--- src/rtl/minirv_pkg.sv ---
// ---------------------------------------------------------------------------
// minirv_pkg
// Shared definitions for the miniRV control sequencer:
//   - state_t     : control FSM state encodings (also exported on `state`)
//   - WB_*        : register-file writeback source select codes
//   - CLS_*       : bit positions inside the one-hot instruction class vector
//   - BE_WORD     : byte-enable pattern for a full 32-bit access
//   - cls_valid() : true when the class vector names exactly one legal class
//   - lane_be()   : single-byte enable for a byte lane
// ---------------------------------------------------------------------------
package minirv_pkg;

    typedef enum logic [2:0] {
        ST_FETCH  = 3'd0,
        ST_DECODE = 3'd1,
        ST_EXEC   = 3'd2,
        ST_MEM    = 3'd3,
        ST_WB     = 3'd4,
        ST_TRAP   = 3'd7
    } state_t;

    localparam logic [1:0] WB_ALU = 2'd0;
    localparam logic [1:0] WB_MEM = 2'd1;
    localparam logic [1:0] WB_PC4 = 2'd2;
    localparam logic [1:0] WB_IMM = 2'd3;

    localparam int CLS_W       = 9;
    localparam int CLS_ADD     = 0;
    localparam int CLS_ADDI    = 1;
    localparam int CLS_LUI     = 2;
    localparam int CLS_LW      = 3;
    localparam int CLS_LBU     = 4;
    localparam int CLS_SW      = 5;
    localparam int CLS_SB      = 6;
    localparam int CLS_JALR    = 7;
    localparam int CLS_ILLEGAL = 8;

    localparam logic [3:0] BE_WORD = 4'b1111;

    // Exactly one class bit set, and that bit is not the illegal marker.
    function automatic logic cls_valid(input logic [CLS_W-1:0] cls);
        logic [3:0] ones;
        ones = 4'd0;
        for (int i = 0; i < CLS_W; i++) begin
            ones = ones + {3'd0, cls[i]};
        end
        return (ones == 4'd1) && !cls[CLS_ILLEGAL];
    endfunction

    function automatic logic [3:0] lane_be(input logic [1:0] lo);
        return 4'b0001 << lo;
    endfunction

endpackage

--- src/rtl/minirv_mem_wait.sv ---
// ---------------------------------------------------------------------------
// minirv_mem_wait
// Request/ready handshake for one memory port, with a bounded wait.
// The request register rises on i_start and falls when ready is sampled or
// when the wait budget runs out.
//
// Ports:
//   clk       in   core clock, rising edge
//   rst       in   asynchronous active-low reset
//   i_start   in   open a new request (clears the wait counter)
//   i_ready   in   memory side ready; ignored while no request is open
//   o_req     out  registered request to memory
//   o_done    out  handshake completes this cycle (req & ready)
//   o_timeout out  this is the MEM_TIMEOUT-th cycle waited without ready
// ---------------------------------------------------------------------------
module minirv_mem_wait #(
    parameter int MEM_TIMEOUT = 16
) (
    input  logic clk,
    input  logic rst,
    input  logic i_start,
    input  logic i_ready,
    output logic o_req,
    output logic o_done,
    output logic o_timeout
);

    localparam int TO_W = $clog2(MEM_TIMEOUT + 1);

    logic            r_req;
    logic [TO_W-1:0] r_cnt;

    assign o_req  = r_req;
    assign o_done = r_req & i_ready;
    // Flag the cycle in which the counter would reach MEM_TIMEOUT, so the
    // owner leaves on this edge and the request is gone the next cycle.
    assign o_timeout = r_req & ~i_ready & (r_cnt == TO_W'(MEM_TIMEOUT - 1));

    always_ff @(posedge clk or negedge rst) begin
        if (!rst) begin
            r_req <= 1'b0;
            r_cnt <= '0;
        end else if (i_start) begin
            r_req <= 1'b1;
            r_cnt <= '0;
        end else if (r_req) begin
            if (i_ready || o_timeout) begin
                r_req <= 1'b0;
            end
            if (!i_ready) begin
                r_cnt <= r_cnt + 1'b1;
            end
        end
    end

endmodule

--- src/rtl/minirv_ctrl_fsm.sv ---
// ---------------------------------------------------------------------------
// minirv_ctrl_fsm
// Multi-cycle control sequencer for the miniRV core:
// FETCH -> DECODE -> EXEC -> [MEM] -> [WB] -> FETCH, with a sticky TRAP for
// illegal/ambiguous classes, misaligned word accesses and memory timeouts.
//
// Optional feature (macro MINIRV_CTRL_PERF_EN): adds perf_cycles (cycles
// spent outside TRAP) and perf_instret (number of pc_we pulses), both 32-bit
// wrapping counters.
//
// Ports:
//   clk, rst        clock (rising edge), asynchronous active-low reset
//   instr_onehot    one-hot class [0]add [1]addi [2]lui [3]lw [4]lbu
//                   [5]sw [6]sb [7]jalr [8]illegal
//   addr_lo         ALU result [1:0], byte lane for byte accesses
//   imem_req/ready  instruction fetch handshake
//   dmem_req/ready  data memory handshake; dmem_we/dmem_be qualify it
//   ir_we           latch instruction register (fetch handshake cycle)
//   alu_src_imm     ALU operand B = immediate
//   wb_sel          writeback source (WB_ALU/WB_MEM/WB_PC4/WB_IMM)
//   reg_we, pc_we   register file / PC write enables
//   pc_sel          PC source, 1 = jalr target
//   trap            sticky fault flag
//   state           current state encoding
// ---------------------------------------------------------------------------
module minirv_ctrl_fsm
    import minirv_pkg::*;
#(
    parameter int MEM_TIMEOUT = 16
) (
    input  logic             clk,
    input  logic             rst,
    input  logic [CLS_W-1:0] instr_onehot,
    input  logic [1:0]       addr_lo,
    output logic             imem_req,
    input  logic             imem_ready,
    output logic             dmem_req,
    output logic             dmem_we,
    output logic [3:0]       dmem_be,
    input  logic             dmem_ready,
    output logic             ir_we,
    output logic             alu_src_imm,
    output logic [1:0]       wb_sel,
    output logic             reg_we,
    output logic             pc_we,
    output logic             pc_sel,
    output logic             trap,
    output logic [2:0]       state
`ifdef MINIRV_CTRL_PERF_EN
    ,
    output logic [31:0]      perf_cycles,
    output logic [31:0]      perf_instret
`endif
);

    state_t     r_state;
    logic       r_alu_src_imm;
    logic [1:0] r_wb_sel;
    logic       r_reg_we;
    logic       r_pc_we_wb;
    logic       r_pc_sel;
    logic       r_dmem_we;
    logic [3:0] r_dmem_be;
    logic       r_trap;

    logic w_imem_req, w_if_done, w_if_timeout, w_if_start;
    logic w_dmem_req, w_dm_done, w_dm_timeout, w_dm_start;
    logic w_is_load, w_is_store, w_is_mem, w_is_word, w_misaligned;
    logic [3:0] w_be;
    logic [1:0] w_wb_sel;
    logic w_pc_we;

    // The classifier decodes the instruction register, which only changes on
    // ir_we, so instr_onehot is stable from DECODE until the next fetch.
    assign w_is_load    = instr_onehot[CLS_LW] | instr_onehot[CLS_LBU];
    assign w_is_store   = instr_onehot[CLS_SW] | instr_onehot[CLS_SB];
    assign w_is_mem     = w_is_load | w_is_store;
    assign w_is_word    = instr_onehot[CLS_LW] | instr_onehot[CLS_SW];
    assign w_misaligned = w_is_word && (addr_lo != 2'b00);
    assign w_be         = w_is_word ? BE_WORD : lane_be(addr_lo);

    always_comb begin
        w_wb_sel = WB_ALU;
        if (instr_onehot[CLS_JALR]) begin
            w_wb_sel = WB_PC4;
        end else if (instr_onehot[CLS_LUI]) begin
            w_wb_sel = WB_IMM;
        end
    end

    // Fetch opens on every entry to FETCH; the FETCH-without-request case only
    // occurs in the first cycle after reset.
    assign w_if_start = (r_state == ST_WB)
                     || ((r_state == ST_MEM) && w_dm_done && r_dmem_we)
                     || ((r_state == ST_FETCH) && !w_imem_req);
    // A misaligned word access traps straight from EXEC and never requests.
    assign w_dm_start = (r_state == ST_EXEC) && w_is_mem && !w_misaligned;

    minirv_mem_wait #(.MEM_TIMEOUT(MEM_TIMEOUT)) u_imem_wait (
        .clk       (clk),
        .rst       (rst),
        .i_start   (w_if_start),
        .i_ready   (imem_ready),
        .o_req     (w_imem_req),
        .o_done    (w_if_done),
        .o_timeout (w_if_timeout)
    );

    minirv_mem_wait #(.MEM_TIMEOUT(MEM_TIMEOUT)) u_dmem_wait (
        .clk       (clk),
        .rst       (rst),
        .i_start   (w_dm_start),
        .i_ready   (dmem_ready),
        .o_req     (w_dmem_req),
        .o_done    (w_dm_done),
        .o_timeout (w_dm_timeout)
    );

    always_ff @(posedge clk or negedge rst) begin
        if (!rst) begin
            r_state       <= ST_FETCH;
            r_alu_src_imm <= 1'b0;
            r_wb_sel      <= WB_ALU;
            r_reg_we      <= 1'b0;
            r_pc_we_wb    <= 1'b0;
            r_pc_sel      <= 1'b0;
            r_dmem_we     <= 1'b0;
            r_dmem_be     <= 4'b0000;
            r_trap        <= 1'b0;
        end else begin
            // Writeback controls are single-cycle and only live in WB.
            r_reg_we   <= 1'b0;
            r_pc_we_wb <= 1'b0;
            r_pc_sel   <= 1'b0;
            r_wb_sel   <= WB_ALU;
            case (r_state)
                ST_FETCH: begin
                    if (w_if_timeout) begin
                        r_state <= ST_TRAP;
                        r_trap  <= 1'b1;
                    end else if (w_if_done) begin
                        r_state <= ST_DECODE;
                    end
                end
                ST_DECODE: begin
                    if (!cls_valid(instr_onehot)) begin
                        r_state <= ST_TRAP;
                        r_trap  <= 1'b1;
                    end else begin
                        r_state       <= ST_EXEC;
                        // Held through MEM/WB so the ALU result stays valid
                        // as the address and as the writeback value.
                        r_alu_src_imm <= !instr_onehot[CLS_ADD];
                    end
                end
                ST_EXEC: begin
                    if (w_is_mem) begin
                        if (w_misaligned) begin
                            r_state       <= ST_TRAP;
                            r_trap        <= 1'b1;
                            r_alu_src_imm <= 1'b0;
                        end else begin
                            r_state   <= ST_MEM;
                            r_dmem_we <= w_is_store;
                            r_dmem_be <= w_be;
                        end
                    end else begin
                        r_state    <= ST_WB;
                        r_reg_we   <= 1'b1;
                        r_pc_we_wb <= 1'b1;
                        r_wb_sel   <= w_wb_sel;
                        r_pc_sel   <= instr_onehot[CLS_JALR];
                    end
                end
                ST_MEM: begin
                    if (w_dm_timeout) begin
                        r_state       <= ST_TRAP;
                        r_trap        <= 1'b1;
                        r_alu_src_imm <= 1'b0;
                        r_dmem_we     <= 1'b0;
                        r_dmem_be     <= 4'b0000;
                    end else if (w_dm_done) begin
                        r_dmem_we <= 1'b0;
                        r_dmem_be <= 4'b0000;
                        if (r_dmem_we) begin
                            // Store retires here; pc_we pulses combinationally.
                            r_state       <= ST_FETCH;
                            r_alu_src_imm <= 1'b0;
                        end else begin
                            r_state    <= ST_WB;
                            r_reg_we   <= 1'b1;
                            r_pc_we_wb <= 1'b1;
                            r_wb_sel   <= WB_MEM;
                        end
                    end
                end
                ST_WB: begin
                    r_state       <= ST_FETCH;
                    r_alu_src_imm <= 1'b0;
                end
                ST_TRAP: begin
                    r_trap <= 1'b1;
                end
                default: begin
                    r_state       <= ST_TRAP;
                    r_trap        <= 1'b1;
                    r_alu_src_imm <= 1'b0;
                end
            endcase
        end
    end

    // Handshake-completion strobes are gated by the registered request, so
    // they vanish with it on reset and ignore ready while no request is open.
    assign w_pc_we     = r_pc_we_wb | (w_dm_done & r_dmem_we);

    assign imem_req    = w_imem_req;
    assign ir_we       = w_if_done;
    assign dmem_req    = w_dmem_req;
    assign dmem_we     = r_dmem_we;
    assign dmem_be     = r_dmem_be;
    assign alu_src_imm = r_alu_src_imm;
    assign wb_sel      = r_wb_sel;
    assign reg_we      = r_reg_we;
    assign pc_we       = w_pc_we;
    assign pc_sel      = r_pc_sel;
    assign trap        = r_trap;
    assign state       = r_state;

`ifdef MINIRV_CTRL_PERF_EN
    logic [31:0] r_perf_cycles;
    logic [31:0] r_perf_instret;

    always_ff @(posedge clk or negedge rst) begin
        if (!rst) begin
            r_perf_cycles  <= 32'd0;
            r_perf_instret <= 32'd0;
        end else begin
            if (r_state != ST_TRAP) begin
                r_perf_cycles <= r_perf_cycles + 32'd1;
            end
            if (w_pc_we) begin
                r_perf_instret <= r_perf_instret + 32'd1;
            end
        end
    end

    assign perf_cycles  = r_perf_cycles;
    assign perf_instret = r_perf_instret;
`endif

endmodule

--- config.mk ---
export PLATFORM = sky130hd
export DESIGN_NAME = minirv_ctrl_fsm
export DESIGN_NICKNAME = d
export VERILOG_FILES = /design/src/rtl/minirv_pkg.sv /design/src/rtl/minirv_mem_wait.sv /design/src/rtl/minirv_ctrl_fsm.sv
export SDC_FILE = /design/constraint.sdc
export NUM_CORES = 1
export LEC_CHECK = 0
export ABC_AREA = 1
export BUFFER_PORTS_ARGS = -buffer_cell sky130_fd_sc_hd__buf_2
export CAP_MARGIN = 20
export CORE_AREA = 2 2 61 63
export CTS_CLUSTER_SIZE = 40
export DETAILED_ROUTE_END_ITERATION = 6
export DIE_AREA = 0 0 63 65
export PLACE_DENSITY = 0.82
export SLEW_MARGIN = 20
export SYNTH_ARGS = -nofsm -noshare
export SYNTH_HDL_FRONTEND = slang
export SYNTH_HIERARCHICAL = 1
export SYNTH_SLANG_ARGS = --single-unit
export TNS_END_PERCENT = 20
--- constraint.sdc ---
create_clock -name clk -period 1.6 [get_ports clk]
set_input_delay 0 -clock clk [delete_from_list [all_inputs] [get_ports clk]]
set_output_delay 0 -clock clk [all_outputs]
set_load 0.03 [all_outputs]
Word level (Yosys, flattened, before mapping)
Index checks and enable logic that the tools add are counted.
{"block": "totals", "elab_cells": 146, "regBits": 26, "out_inout_bits": 18, "inputBits": 15}
{"block": "op_classes", "n_eq_ne": 20, "bitwise_logic": 17, "shifts": 1, "n_addsub": 10, "mux": 59, "n_reduce_logical": 27}
{"operator": "2-to-1 mux 1 bit", "count": 30}
{"operator": "2-to-1 mux 5 bit", "count": 6}
{"operator": "2-to-1 mux 3 bit", "count": 8}
{"operator": "adder 4 x 1 -> 4 bit", "count": 5}
{"operator": "2-to-1 mux 4 bit", "count": 5}
{"operator": "one-hot mux 3 bit (6 select lines)", "count": 1}
{"operator": "AND reduction 6 bit", "count": 2}
{"operator": "adder 5 x 1 -> 5 bit (second input constant)", "count": 2}
{"operator": "== test 5 x 4 -> 1 bit (second input constant)", "count": 2}
{"operator": "!= test 2 bit (second input constant)", "count": 5}
{"operator": "!= test 3 x 2 -> 1 bit (second input constant)", "count": 3}
{"operator": "!= test 2 x 1 -> 1 bit (second input constant)", "count": 4}
{"operator": "one-hot mux 4 bit (2 select lines)", "count": 1}
{"operator": "nonzero test 2 bit", "count": 4}
{"operator": "bitwise AND 1 bit", "count": 7}
{"operator": "logical AND 1 bit", "count": 7}
{"operator": "== test 3 x 2 -> 1 bit (second input constant)", "count": 2}
{"operator": "== test 3 bit (second input constant)", "count": 2}
{"operator": "2-to-1 mux 2 bit", "count": 3}
{"operator": "NOT 1 bit", "count": 5}
{"operator": "OR 1 bit", "count": 5}
{"operator": "one-hot mux 1 bit (5 select lines)", "count": 1}
{"operator": "adder 3 x 1 -> 4 bit", "count": 1}
{"operator": "== test 4 x 1 -> 1 bit (second input constant)", "count": 1}
{"operator": "other kinds (14)", "count": 22}

Longest topological paths before layout
{"block": "logic_depth", "depth_word": 12, "depth_mapped": 16, "depth_no_buf": 16}

Hierarchy
The synthesis kept the hierarchy.
{"mod": "minirv_ctrl_fsm", "seq_area_each_um2": 350.3, "n_inst": 1, "cells_per_inst": 142, "area_per_inst_um2": 1003.5}
{"mod": "minirv_mem_wait", "seq_area_each_um2": 150.1, "n_inst": 2, "cells_per_inst": 42, "area_per_inst_um2": 312.8}

Least setup slack after synthesis
Ideal clock, no wire load.
{"block": "synth_path", "kind": "input to register", "from": "in instr_onehot[0]", "to": "reg r_alu_src_imm, in the netlist alu_src_imm", "setup_slack_ns": -1.265, "t_arrival_ns": 2.801, "path_stages": 15, "path_buffers": 0, "t_required_ns": 1.535, "setup_time_ns": 0.065, "cell_sequence": "inv_1 > fa_1 > fa_1 > fa_1 > inv_1 > fa_1 > inv_1 > fa_1 > nand3_1 > nor2_1 > nand2_1 > nand2_1 > nand3_1 > nand2_1 > nand2_1"}
{"block": "synth_via", "elab_chain_len": 12, "word_cells_on_any_way": 15, "classes_between": "add/sub (8); eq/ne (2); mux (2); reduce/logical (3)"}
{"item": "start: declaration", "line": "minirv_ctrl_fsm.sv:33", "text": "input logic [CLS_W-1:0] instr_onehot,"}
{"item": "adder 1 x 1 -> 2 bit", "line": "minirv_pkg.sv:45", "text": "ones = ones + {3'd0, cls[i]};"}
{"item": "adder 2 x 1 -> 3 bit", "line": "minirv_pkg.sv:45"}
{"item": "adder 3 x 1 -> 4 bit", "line": "minirv_pkg.sv:45"}
{"item": "adder 4 x 1 -> 4 bit (5 in a row)", "line": "minirv_pkg.sv:45"}
{"item": "== test 4 x 1 -> 1 bit", "line": "minirv_pkg.sv:47", "text": "return (ones == 4'd1) && !cls[CLS_ILLEGAL];"}
{"item": "logical AND 1 bit", "line": "minirv_pkg.sv:47"}
{"item": "!= test 2 bit (no line)"}
{"item": "AND reduction 6 bit (no line)"}
{"item": "end signal: assignment", "line": "minirv_ctrl_fsm.sv:153", "text": "r_alu_src_imm <= !instr_onehot[CLS_ADD];"}
{"item": "end: declaration", "line": "minirv_ctrl_fsm.sv:57", "text": "logic r_alu_src_imm;"}
Parallel ways exist; a longest one is shown, timed or not. The select of a mux whose other input is x is not followed.
A chain may end at the register's enable or synchronous reset.

Final worst setup path
{"block": "layout_path", "from": "in instr_onehot[1]", "to": "reg r_state[2], in the netlist state[2]"}
{"block": "layout_via", "elab_chain_len": 12}
{"item": "adder 1 x 1 -> 2 bit", "line": "minirv_pkg.sv:45"}
{"item": "adder 2 x 1 -> 3 bit", "line": "minirv_pkg.sv:45"}
{"item": "adder 3 x 1 -> 4 bit", "line": "minirv_pkg.sv:45"}
{"item": "adder 4 x 1 -> 4 bit (5 in a row)", "line": "minirv_pkg.sv:45"}
{"item": "== test 4 x 1 -> 1 bit", "line": "minirv_pkg.sv:47"}
{"item": "logical AND 1 bit", "line": "minirv_pkg.sv:47"}
{"item": "2-to-1 mux 3 bit", "line": "minirv_ctrl_fsm.sv:146", "text": "if (!cls_valid(instr_onehot)) begin"}
{"item": "one-hot mux 3 bit (6 select lines)", "line": "minirv_ctrl_fsm.sv:136", "text": "case (r_state)"}
{"item": "end signal: assignment", "line": "minirv_ctrl_fsm.sv:139", "text": "r_state <= ST_TRAP;"}
{"item": "end signal: assignment", "line": "minirv_ctrl_fsm.sv:147", "text": "r_state <= ST_TRAP;"}
{"item": "end signal: assignment", "line": "minirv_ctrl_fsm.sv:150", "text": "r_state <= ST_EXEC;"}
{"item": "end: declaration", "line": "minirv_ctrl_fsm.sv:56", "text": "state_t r_state;"}
No other way between the ends.

==> impl_metrics.ini <==
[floorplanning]
std_cell_rows = 22
die_h_um = 65
boundaryPins = 33
die_w_um = 63
start_util_pct = 46.6
coreArea_um2 = 3500
dieArea_um2 = 4100

[worst_setup_path]
path_cells = buf_6 > inv_2 > fa_1 > fa_1 > fa_1 > inv_1 > fa_2 > inv_2 > fa_1 > nand3_1 > nor2_1 > nand2_1 > nand2_2 > nand3_1 > nand2_1 > nand2_1
worstPathArrival_ns = 2.93
crit_end = state[2]$_DFFE_PN0P_
crit_slowest_cell = fa_1
reg2reg_to = alu_src_imm$_DFFE_PN0P_
reg2reg_slack_ns = -0.16
crit_path_max_fanout = 3
ff2ff_path_depth = 14
crit_path_frequent_cell = fa_1
critical_path_required_ns = 1.87
critPathCaptureType = register
r2r_start = u_dmem_wait/r_cnt[0]$_DFFE_PN0P_
cp-startpoint = instr_onehot[1]
critPathMaxStageDelay_ns = 0.54
worstSetupPathType = primary input to register
cp-start-kind = primary input

[layout]
area_growth_pct = 27.6
drive_above_1_share_pct = 26.1
layout.area.seq_um2 = 651
num_antenna_cells = 0
layout_commonest_cell = nand2_1
final_core_util_pct = 59.4
final.fill_count = 330
nets = 312
multi_input_area_um2 = 847
layout_common_cells = nand2_1 (64), nor2_1 (38), inv_1 (31), buf_2 (31), dfrtp_1 (26)

[timing]
worst_hold_slack_ns = 0.0201
grt_setup_unrepaired = yes
worst_slack_ns = -1.06
fmax_ghz = 0.377
relSlewSlack_pct = 60.6
period_share_pct = 166
finalMaxSlewViolations = 0
worstMarginPinSlew_ns = 0.591
finalSetupViolCount = 10
period_minus_slack_ns = 2.66
hold_violations = 0
clock_skew_ns = 0.00253

[grt]
antenna_found_initial = 0
grt_pass1_vias = 1558
gr-usage-met2_pct = 36.3
track_usage_pct = 19.9
grt_pass1_wl_um = 6490
grt_max_degree = 27
grt_util_met3_pct = 2.43
gr-total-overflow = 0
busiest_layer = met2
grt_util_met1_pct = 24.1

[logic_synthesis]
yosys-top-cells-area = dfrtp_1 (40%), nand2_1 (15%), nor2_1 (9.0%), inv_1 (8.1%), fa_1 (6.1%)
synth.top_cell.area_share_pct = 39.9
avgSynthCellArea_um2 = 7.21
yosys.area_share.simple_pct = 32.1
synth-seq-cells = 26
yosysTopAreaCell = dfrtp_1
synth_warnings = 6
synth_area_um2 = 1630
synth_top_family_by_area = simple AND/OR/NAND/NOR gates
synth_cell_type_count = 22
synth_cells = 226
synthAdderAreaFrac_pct = 10.8
syn-num-nets = 252
synth-xor-area-share_pct = 0
synth-compound-area-share_pct = 8.22
synth_mux_area_share_pct = 0
seq_area_frac_synth_pct = 39.9

[power]
p_int_mw = 1.67
leakagePower_nw = 1.21
seq_power_share_pct = 33.3
p_total_mw = 3.24
swShare_pct = 48.4
power_density_nw_per_um2 = 1560
vdd_drop_max_uv = 756
pwr-share-clk_pct = 8.6
switching_power_mw = 1.57
p_comb_share_pct = 58.1

[clock_tree]
cts_max_path_buffers = 2
clk_latency_ns = 0.32
clk_pin_slew_worst_paths_ns = 0.13
cts_tree = built
cts.sinks = 26
cts_made_buffers = 3
cts-root-buf = clkbuf_4
post-cts-setup-buffers = 0
htree_levels = 1

[route]
ant_nets = 0
post_drt_wl_per_cell_um = 10.9
drc = 0
via_count = 1589
drt_wl_total_um = 3630
drt_iter0_drc = 75
viasPerCell = 4.79
dr.pass1.iters = 5

[placement]
hpwl_um = 2860
gp_congestion = 0.853
port_buffers = 32
place_ws_ns = -1.45

[flow_run]
drv_cap = 0

[run_status]
violations = setup timing
status = finished, violations left

[min_path]
min_path_type = primary input to register
registers in the layout, indices dropped and copies added, names as in the netlist, 2 cells and up:
| register | count |
|---|---|
| dmem_be | 4 |
| u_dmem_wait/r_cnt | 5 |
| wb_sel | 2 |
| state | 3 |
| u_imem_wait/r_cnt | 5 |
Yosys cell counts (all sizes together):
cell / instances
nand3: 12
a21oi: 4
fa: 5
nor3: 1
nor2: 41
a21o: 1
nand2: 69
or2: 1
a31oi: 1
ha: 6
dfrtp: 26
nand4: 1
o21a: 1
o21bai: 1
o21ai: 17
inv: 39
per-stage QoR:
step / cells / instance area (um^2) / TNS (ns)
6_report: 332 / 2080 / -4.43
3_3_place_gp: 324 / 1990 / -5.54
2_1_floorplan: 226 / 1630 / -4.94
5_1_grt: 332 / 2080 / -6.18
4_1_cts: 332 / 2080 / -4.51
3_5_place_dp: 324 / 1990 / -6.19
timing repair:
item	in CTS	in global routing
setup endpoints to repair	10	12
hold buffers	5	0
pin swaps	6	0
cloned	0	0
endpoints found under the hold margin	30	0
resized for setup	9	0
layer usage:
metal  vias up  share of wire (%)  routed length [um]
met5         -                  0                   0
met1       725                 42                1510
li1        814                  -                   -
met4         0                1.1                  40
met2        46                 53                1910
met3         4                4.7                 170
final cells by class:
cell class | count | share of cell area (%)
flip-flops and latches | 26 | 31.3
repair buffers | 55 | 16.9
inverters | 39 | 7.04
well taps | 48 | 2.89
multi-input cells | 161 | 40.8
clock buffers | 3 | 1.08
cell families (layout without fill, tap and decap cells):
group	count (synthesis)	after routing
simple gates	125	125
buf+inv	39	97
flops	26	26
compound gates	25	25
fa+ha+maj	11	11
how the worst min path moves through the flow:
stage / from / to / slack (ns) / cells after the start
3_5_place_dp: rst / u_dmem_wait/r_cnt[0]$_DFFE_PN0P_ / 0.03 / 1
3_3_place_gp: rst / u_dmem_wait/r_cnt[2]$_DFFE_PN0P_ / 0.03 / 1
4_1_cts: dmem_ready / u_dmem_wait/r_cnt[4]$_DFFE_PN0P_ / 0.02 / 4
5_1_grt: dmem_ready / u_dmem_wait/r_cnt[4]$_DFFE_PN0P_ / 0.04 / 4
6_report: imem_ready / u_imem_wait/r_cnt[4]$_DFFE_PN0P_ / 0.02 / 4
2_1_floorplan: rst / alu_src_imm$_DFFE_PN0P_ / -0.30 / 0
worst max-delay path, delay by kind of cell:
family / cells / cell delay, ns
buf+inv: 4 / 0.21
simple gates: 7 / 0.50
fa+ha+maj: 5 / 2.21
power groups by stage:
stage / Sequential (mW) / Clock, mW / Combinational, mW
after CTS: 1.08 / 0.281 / 1.90
after floorplan: 1.32 / 0 / 1.02
after global placement: 1.09 / 0 / 1.79
final: 1.08 / 0.278 / 1.88
after detailed placement: 1.10 / 0 / 1.85
after global routing: 1.12 / 0.314 / 2.14
Power figures use the tool's default switching activity.
